<file path="src/rtl/inst_axi_rd_bridge_pkg.sv">
// Shared constants and types for the instruction-fetch AXI read bridge.
package inst_axi_rd_bridge_pkg;

  localparam logic [2:0] AXI_SIZE_WORD    = 3'b010;
  localparam logic [1:0] AXI_BURST_INCR   = 2'b01;
  localparam logic [3:0] ARCACHE_CACHED   = 4'b1111;
  localparam logic [3:0] ARCACHE_UNCACHED = 4'b0000;

  typedef enum logic {
    AR_IDLE = 1'b0,
    AR_SEND = 1'b1
  } ar_state_e;

  function automatic logic [3:0] arcache_sel(input logic cached);
    return cached ? ARCACHE_CACHED : ARCACHE_UNCACHED;
  endfunction

endpackage

</file>
<file path="src/rtl/inst_axi_rd_bridge.sv">
// Read-only bridge from the fetch stage's sram-like port to an AXI read channel.
// Single ARID, single-beat reads, in-order responses, up to MAX_OUTST in flight.
// Optional performance counters are built when INST_BRIDGE_PERF_EN is defined;
// otherwise the perf outputs are tied to zero.
//
// AR FSM states:
//   state   | meaning
//   AR_IDLE | no address pending on the AR channel
//   AR_SEND | arvalid held with latched address until arready
module inst_axi_rd_bridge
  import inst_axi_rd_bridge_pkg::*;
#(
  parameter int unsigned MAX_OUTST = 2,
  parameter logic [3:0]  AXI_ID    = 4'd0
) (
  input  logic        clk,
  input  logic        reset,
  input  logic        inst_sram_req,
  input  logic        inst_sram_wr,
  input  logic [1:0]  inst_sram_size,
  input  logic [3:0]  inst_sram_wstrb,
  input  logic [31:0] inst_sram_addr,
  input  logic [31:0] inst_sram_wdata,
  input  logic        i_cached_or_not,
  output logic        inst_sram_addr_ok,
  output logic        inst_sram_data_ok,
  output logic [31:0] inst_sram_rdata,
  output logic [3:0]  arid,
  output logic [31:0] araddr,
  output logic [7:0]  arlen,
  output logic [2:0]  arsize,
  output logic [1:0]  arburst,
  output logic [1:0]  arlock,
  output logic [3:0]  arcache,
  output logic [2:0]  arprot,
  output logic        arvalid,
  input  logic        arready,
  input  logic [3:0]  rid,
  input  logic [31:0] rdata,
  input  logic [1:0]  rresp,
  input  logic        rlast,
  input  logic        rvalid,
  output logic        rready,
  output logic        bus_err,
  output logic [31:0] perf_req_cnt,
  output logic [31:0] perf_wait_cnt
);

  localparam int unsigned OW = $clog2(MAX_OUTST + 1);
  localparam logic [OW-1:0] OUTST_MAX = OW'(MAX_OUTST);

  ar_state_e   ar_state;
  ar_state_e   ar_state_nxt;
  logic [31:0] araddr_q;
  logic [3:0]  arcache_q;
  logic [OW-1:0] outst;
  logic        addr_ok;
  logic        r_beat;
  logic        data_ok_q;
  logic [31:0] rdata_q;
  logic [1:0]  rresp_q;

  // Write-side fields, size, RID and RLAST carry no information for single-beat reads.
  logic unused_inputs;
  assign unused_inputs = ^{inst_sram_wr, inst_sram_size, inst_sram_wstrb,
                           inst_sram_wdata, rid, rlast};

  assign addr_ok = inst_sram_req & (ar_state == AR_IDLE) & (outst < OUTST_MAX) & ~reset;
  assign rready  = (outst != '0);
  assign r_beat  = rvalid & rready;

  assign inst_sram_addr_ok = addr_ok;
  assign inst_sram_data_ok = data_ok_q;
  assign inst_sram_rdata   = rdata_q;
  assign bus_err           = data_ok_q & (|rresp_q);

  assign arid    = AXI_ID;
  assign araddr  = araddr_q;
  assign arlen   = 8'd0;
  assign arsize  = AXI_SIZE_WORD;
  assign arburst = AXI_BURST_INCR;
  assign arlock  = 2'b00;
  assign arcache = arcache_q;
  assign arprot  = 3'b000;

  // AR state register
  always_ff @(posedge clk) begin
    if (reset) ar_state <= AR_IDLE;
    else       ar_state <= ar_state_nxt;
  end

  // AR next-state: leave idle on accept, return once the slave takes the address
  always_comb begin
    ar_state_nxt = ar_state;
    case (ar_state)
      AR_IDLE: if (addr_ok) ar_state_nxt = AR_SEND;
      AR_SEND: if (arready) ar_state_nxt = AR_IDLE;
      default: ar_state_nxt = AR_IDLE;
    endcase
  end

  // AR outputs: valid exactly while an address is waiting for the slave
  always_comb begin
    arvalid = (ar_state == AR_SEND);
  end

  // Address/cache attribute latch; only loads in idle so fields stay stable under arvalid
  always_ff @(posedge clk) begin
    if (reset) begin
      araddr_q  <= 32'd0;
      arcache_q <= ARCACHE_UNCACHED;
    end else if (addr_ok) begin
      araddr_q  <= inst_sram_addr;
      arcache_q <= arcache_sel(i_cached_or_not);
    end
  end

  // Outstanding counter: accepted but not yet answered on R
  always_ff @(posedge clk) begin
    if (reset) begin
      outst <= '0;
    end else begin
      case ({addr_ok, r_beat})
        2'b10:   outst <= outst + 1'b1;
        2'b01:   outst <= outst - 1'b1;
        default: outst <= outst;
      endcase
    end
  end

  // R capture: one data_ok pulse the cycle after each accepted beat
  always_ff @(posedge clk) begin
    if (reset) begin
      data_ok_q <= 1'b0;
      rdata_q   <= 32'd0;
      rresp_q   <= 2'b00;
    end else begin
      data_ok_q <= r_beat;
      if (r_beat) begin
        rdata_q <= rdata;
        rresp_q <= rresp;
      end
    end
  end

`ifdef INST_BRIDGE_PERF_EN
  logic [31:0] req_cnt_q;
  logic [31:0] wait_cnt_q;

  // Free-running wrap-around counters of accepts and stalled-with-work cycles
  always_ff @(posedge clk) begin
    if (reset) begin
      req_cnt_q  <= 32'd0;
      wait_cnt_q <= 32'd0;
    end else begin
      if (addr_ok)                          req_cnt_q  <= req_cnt_q + 32'd1;
      if ((outst != '0) && !data_ok_q)      wait_cnt_q <= wait_cnt_q + 32'd1;
    end
  end

  assign perf_req_cnt  = req_cnt_q;
  assign perf_wait_cnt = wait_cnt_q;
`else
  assign perf_req_cnt  = 32'b0;
  assign perf_wait_cnt = 32'b0;
`endif

endmodule

</file>
<file path="config.mk">
export PLATFORM = sky130hd
export DESIGN_NAME = inst_axi_rd_bridge
export DESIGN_NICKNAME = d
export VERILOG_FILES = /design/src/rtl/inst_axi_rd_bridge_pkg.sv /design/src/rtl/inst_axi_rd_bridge.sv
export SDC_FILE = /design/constraint.sdc
export NUM_CORES = 1
export LEC_CHECK = 0
export CAP_MARGIN = 20
export CORE_AREA = 2 2 107 109
export CTS_CLUSTER_DIAMETER = 200
export CTS_CLUSTER_SIZE = 8
export DETAILED_ROUTE_END_ITERATION = 16
export DIE_AREA = 0 0 109 111
export HOLD_SLACK_MARGIN = 0.03
export PLACE_DENSITY = 0.72
export SLEW_MARGIN = 20
export SYNTH_ARGS = -nofsm -noshare
export SYNTH_HDL_FRONTEND = slang
export SYNTH_SLANG_ARGS = --single-unit
export TNS_END_PERCENT = 5
</file>
<file path="constraint.sdc">
create_clock -name clk -period 2.3 [get_ports clk]
set_clock_uncertainty 0.2 [all_clocks]
set_input_delay 0.46 -clock clk [delete_from_list [all_inputs] [get_ports clk]]
set_output_delay 0.46 -clock clk [all_outputs]
set_load 0.1 [all_outputs]
</file>
# Word-level counts from Yosys, hierarchy flattened
# Index checks and enable logic that the tools add are counted.
[totals]
register_bits = 74
latchBits = 0
ram_bits = 0
rom_bits = 0
in_bits = 116
out_inout_bits = 159
wordCells = 27
mem_count = 0
[classes]
addsub = 2
mul = 0
div = 0
order_cmp = 1
eq_ne = 2
n_shift = 0
mux = 5
bitwise = 7
reduce_logical = 3
[ops]
columns = ["cell", "count"]
rows = [
  ["$and 1x1->1", 5],
  ["$mux 4", 1],
  ["$pmux 2 s2", 1],
  ["$reduce_bool 2->1", 2],
  ["$add 2x1->2 const B", 1],
  ["$eq 2x1->1 const B", 1],
  ["$eq 2x2->1 const B", 1],
  ["$lt 2x2->1 const B", 1],
  ["$mux 1", 2],
  ["$not 1->1", 2],
  ["$pmux 1 s2", 1],
  ["$reduce_or 2->1", 1],
  ["$sub 2x1->2 const B", 1],
]

# Longest topological paths before layout
[logic_depth]
ltp_word = 6
ltp_mapped = 7
ltp_nobuf = 6

# Worst setup path before layout
# No wires, ideal clock.
[synth_timing]
path_type = "register to output"
from = "register ar_state (netlist: arvalid)"
to = "output inst_sram_addr_ok"
arrival_time_ns = 1.785
t_required_ns = 1.640
path_slack_ns = -0.145
path_stages_with_launch = 5
n_path_buf = 1
cell_sequence = "dfxtp_1 -> nor3b_2 -> buf_6 -> nand2b_1 -> inv_1"
[synth_via]
elab_chain_len = 4
[synth_lines]
columns = ["element", "line_no", "text"]
rows = [
  ["start, declared", "inst_axi_rd_bridge.sv:52", "ar_state_e ar_state;"],
  ["start signal, assigned", "inst_axi_rd_bridge.sv:89", "else ar_state <= ar_state_nxt;"],
  ["$not 1->1", "-", ""],
  ["$and 1x1->1 (3 in a row)", "inst_axi_rd_bridge.sv:68", "assign addr_ok = inst_sram_req & (ar_state == AR_IDLE) & (outst < OUTST_MAX) & ~reset;"],
  ["end, declared", "inst_axi_rd_bridge.sv:25", "output logic inst_sram_addr_ok,"],
]
# No other way between the ends.

# Worst setup path in the final report
[layout_timing]
from = "input inst_sram_req"
to = "output inst_sram_addr_ok"
[layout_via]
elab_chain_len = 3
[layout_lines]
columns = ["element", "line_no", "text"]
rows = [
  ["start, declared", "inst_axi_rd_bridge.sv:18", "input logic inst_sram_req,"],
  ["$and 1x1->1 (3 in a row)", "inst_axi_rd_bridge.sv:68", ""],
]
# No other way between the ends.

==> results.yml <==
status:
  status: "finished clean"
global_routing:
  antenna_found_initial: 0
  grt_max_degree: 72
  grt-ovfl-total: 0
  grt_pass1_wl_um: 11200
  grt_pass1_vias: 2391
  track_usage_pct: 12.0
drt:
  routed_wl_um: 7390
  firstDrtPassIters: 5
  wire_per_inst_um: 11.4
  drcViolationCount: 0
  viasPerCell: 3.92
  dr_wl_met3_um: 669
  dr.max_layer_used: "met4"
  dr_total_vias: 2555
  drt_iter0_markers: 91
  wl_met2_um: 3790
  antenna_left: 0
  wl_met1_um: 2780
die:
  die_y_um: 111
  ios: 275
  rows: 39
  dieWidth_um: 109
  initial_core_util_pct: 29.0
  die-area_mm2: 0.0121
  core_mm2: 0.0111
clocking:
  clk_path_buf_depth: 2
  h-tree-depth: 3
  cts-root-buf: "clkbuf_16"
  cts_tree: "done"
  clkLatencyLatePin_ns: 0.32
  cts-resized-gates: 0
  cts_buffers: 9
  cts.clk_slew.worst_paths_ns: 0.05
  cts_num_sinks: 71
setup_path:
  reg2reg_to: "outst[1]"
  worstPathRequired_ns: 1.64
  cp_data_arrival_time_ns: 1.59
  cp-end-kind: "output pin"
  r2r-start: "outst[1]"
  rrSetupSlack_ns: 0.42
  start_kind: "primary input"
  worstRegToRegCells: 6
  worstPathMaxFanout: 2
  worstSetupPathType: "in -> out"
place:
  place_area_mm2: 0.00425
  place_inst: 636
  place_congestion: 0.727
  port_buffers: 144
  place_hpwl_um: 5260
layout:
  nNetsFinal: 622
  n_antenna_cell: 0
  fin_cells: 651
  design_area_mm2: 0.00454
  fin_util_pct: 41.0
  layout-drive-gt1-share_pct: 19.7
  syn2layout_area_growth_pct: 41.5
worst_hold_path:
  min-delay-start: "inst_sram_rdata[16]"
  hold_path_end: "inst_sram_rdata[16]"
  hold_class: "reg -> reg"
  min_path_cells: 2
job:
  max-cap-violations: 0
logic_synthesis:
  synthTopCellsByArea: "dfxtp_1 44%, buf_4 22%, mux2i_1 10%, nand2_1 7.9%, a21oi_1 5.6%"
  synth_top_area_share_pct: 44.3
  synthArstFlopShare_pct: 0
  yosys.area.top_type: "dfxtp_1"
  synth_area_mm2: 0.00321
  syn_avg_cell_area_um2: 8.78
  synthDistinctLibCells: 23
  ys_ff_latch: 71
  ys.warnings.count: 0
  seq_area_frac_synth_pct: 44.3
  synth_edf_count: 0
  synth_ff_type: "dfxtp_1"
  synthCells: 366
timing:
  finalHoldViolCount: 0
  min_period_ns: 2.25
  slew_viol_final: 0
  final-setup-viol-count: 0
  rsz0062_at_grt: "no"
  finalSetupTns_ns: 0
  max_slew_margin_pct: 49.6
  clock.fmax_ghz: 0.445
  period_share_pct: 97.7
  fin_hold_ws_ns: 0.256
  tightest_slew_ns: 0.756
pwr:
  ir_worst_vdd_uv: 575
  powerDensity_mw_per_mm2: 1330
  leakagePower_uw: 0.00206
[worst max-delay path, cell delays in order]
cell             delay (ns)
clkdlybuf4s50_1        0.47
nor3b_4                0.19
nand2b_1               0.09
buf_4                  0.14
clkinvlp_4             0.07
buf_12                 0.17
[per-layer routing]
metal | vias to the layer above | GRT usage, %
li1 | 1257 | -
met1 | 1156 | 12.5
met2 | 132 | 20.7
met3 | 10 | 4.29
met4 | 0 | 6.50
met5 | - | 0
[through the flow]
step | total power (uW) | setup slack [ns]
floorplan | 4300 | -0.134
global placement | 4720 | 0.0166
detailed placement | 4770 | -0.0155
CTS | 6120 | 0.0220
global route | 6330 | 0.0151
finish | 6040 | 0.0524
[report_power, final]
group	leakage [uW]	switching, uW	internal, uW
combinational	0.00134	2540	645
sequential	0.000580	121	1430
clock	0.000141	473	836
total	0.00206	3130	2910
[cell usage after synthesis (2+ instances only)]
library cell	instances
nor2_1	36
buf_4	92
nand2_1	68
buf_8	2
mux2i_1	33
conb_1	2
dfxtp_1	71
buf_2	3
inv_1	2
a21oi_1	36
clkbuf_1	8
buf_6	2
[cell families after synthesis]
| logic type | after synthesis | synth area share [%] |
|---|---|---|
| buffers and inverters | 110 | 24.9 |
| and+or+nand+nor | 108 | 13.1 |
| DFF | 71 | 44.3 |
| AOI/OAI and AO/OA | 39 | 6.27 |
| muxes | 33 | 10.3 |
| other | 2 | 0.234 |
| xor gates and xnor gates | 2 | 0.545 |
| adders and majority gates | 1 | 0.389 |
[cell usage in the layout (no fill, tap or decap)]
| master | n |
|---|---|
| a21oi_1 | 36 |
| buf_12 | 2 |
| buf_2 | 1 |
| buf_4 | 78 |
| clkbuf_1 | 1 |
| clkbuf_16 | 9 |
| clkbuf_8 | 4 |
| clkdlybuf4s50_1 | 70 |
| clkinvlp_4 | 1 |
| conb_1 | 86 |
| dfxtp_1 | 70 |
| dfxtp_2 | 1 |
| ha_1 | 1 |
| inv_1 | 1 |
| inv_2 | 1 |
| mux2i_1 | 33 |
| nand2_1 | 68 |
| nand2b_1 | 1 |
| nor2_1 | 36 |
| nor3b_4 | 1 |
| o21a_1 | 1 |
| o21ai_0 | 1 |
| o21ai_2 | 1 |
| or2_2 | 1 |
| or3_1 | 1 |
| xnor2_1 | 1 |
| xor2_1 | 1 |
[state kept, by name, indices dropped and copies added, names as in the netlist]
register / cells
outst: 2
arvalid: 1
rresp_q: 2
arcache: 1
inst_sram_data_ok: 1
araddr: 32
inst_sram_rdata: 32
[worst max-delay path by stage]
stage / slack [ns] / cells past startpoint / to / from
floorplan: -0.13 / 1 / bus_err / inst_sram_data_ok
global placement: 0.02 / 5 / araddr[13] / inst_sram_req
detailed placement: -0.02 / 5 / araddr[19] / inst_sram_req
CTS: 0.02 / 6 / inst_sram_addr_ok / inst_sram_req
global route: 0.02 / 6 / inst_sram_addr_ok / inst_sram_req
finish: 0.05 / 6 / inst_sram_addr_ok / inst_sram_req
[timing repair]
item,in CTS,in global routing
setup buffers,0,1
hold buffers,0,0
endpoints found under the setup margin,0,1
[cell type report]
type	instances	area [um2]
Clock buffer	14	284
Fill cell	1101	6530
Inverter	3	15.0
Multi-Input combinational cell	269	1310
Sequential cell	71	1420
Tap cell	143	179
Timing Repair Buffer	151	1330
Power figures use the tool's default switching activity.
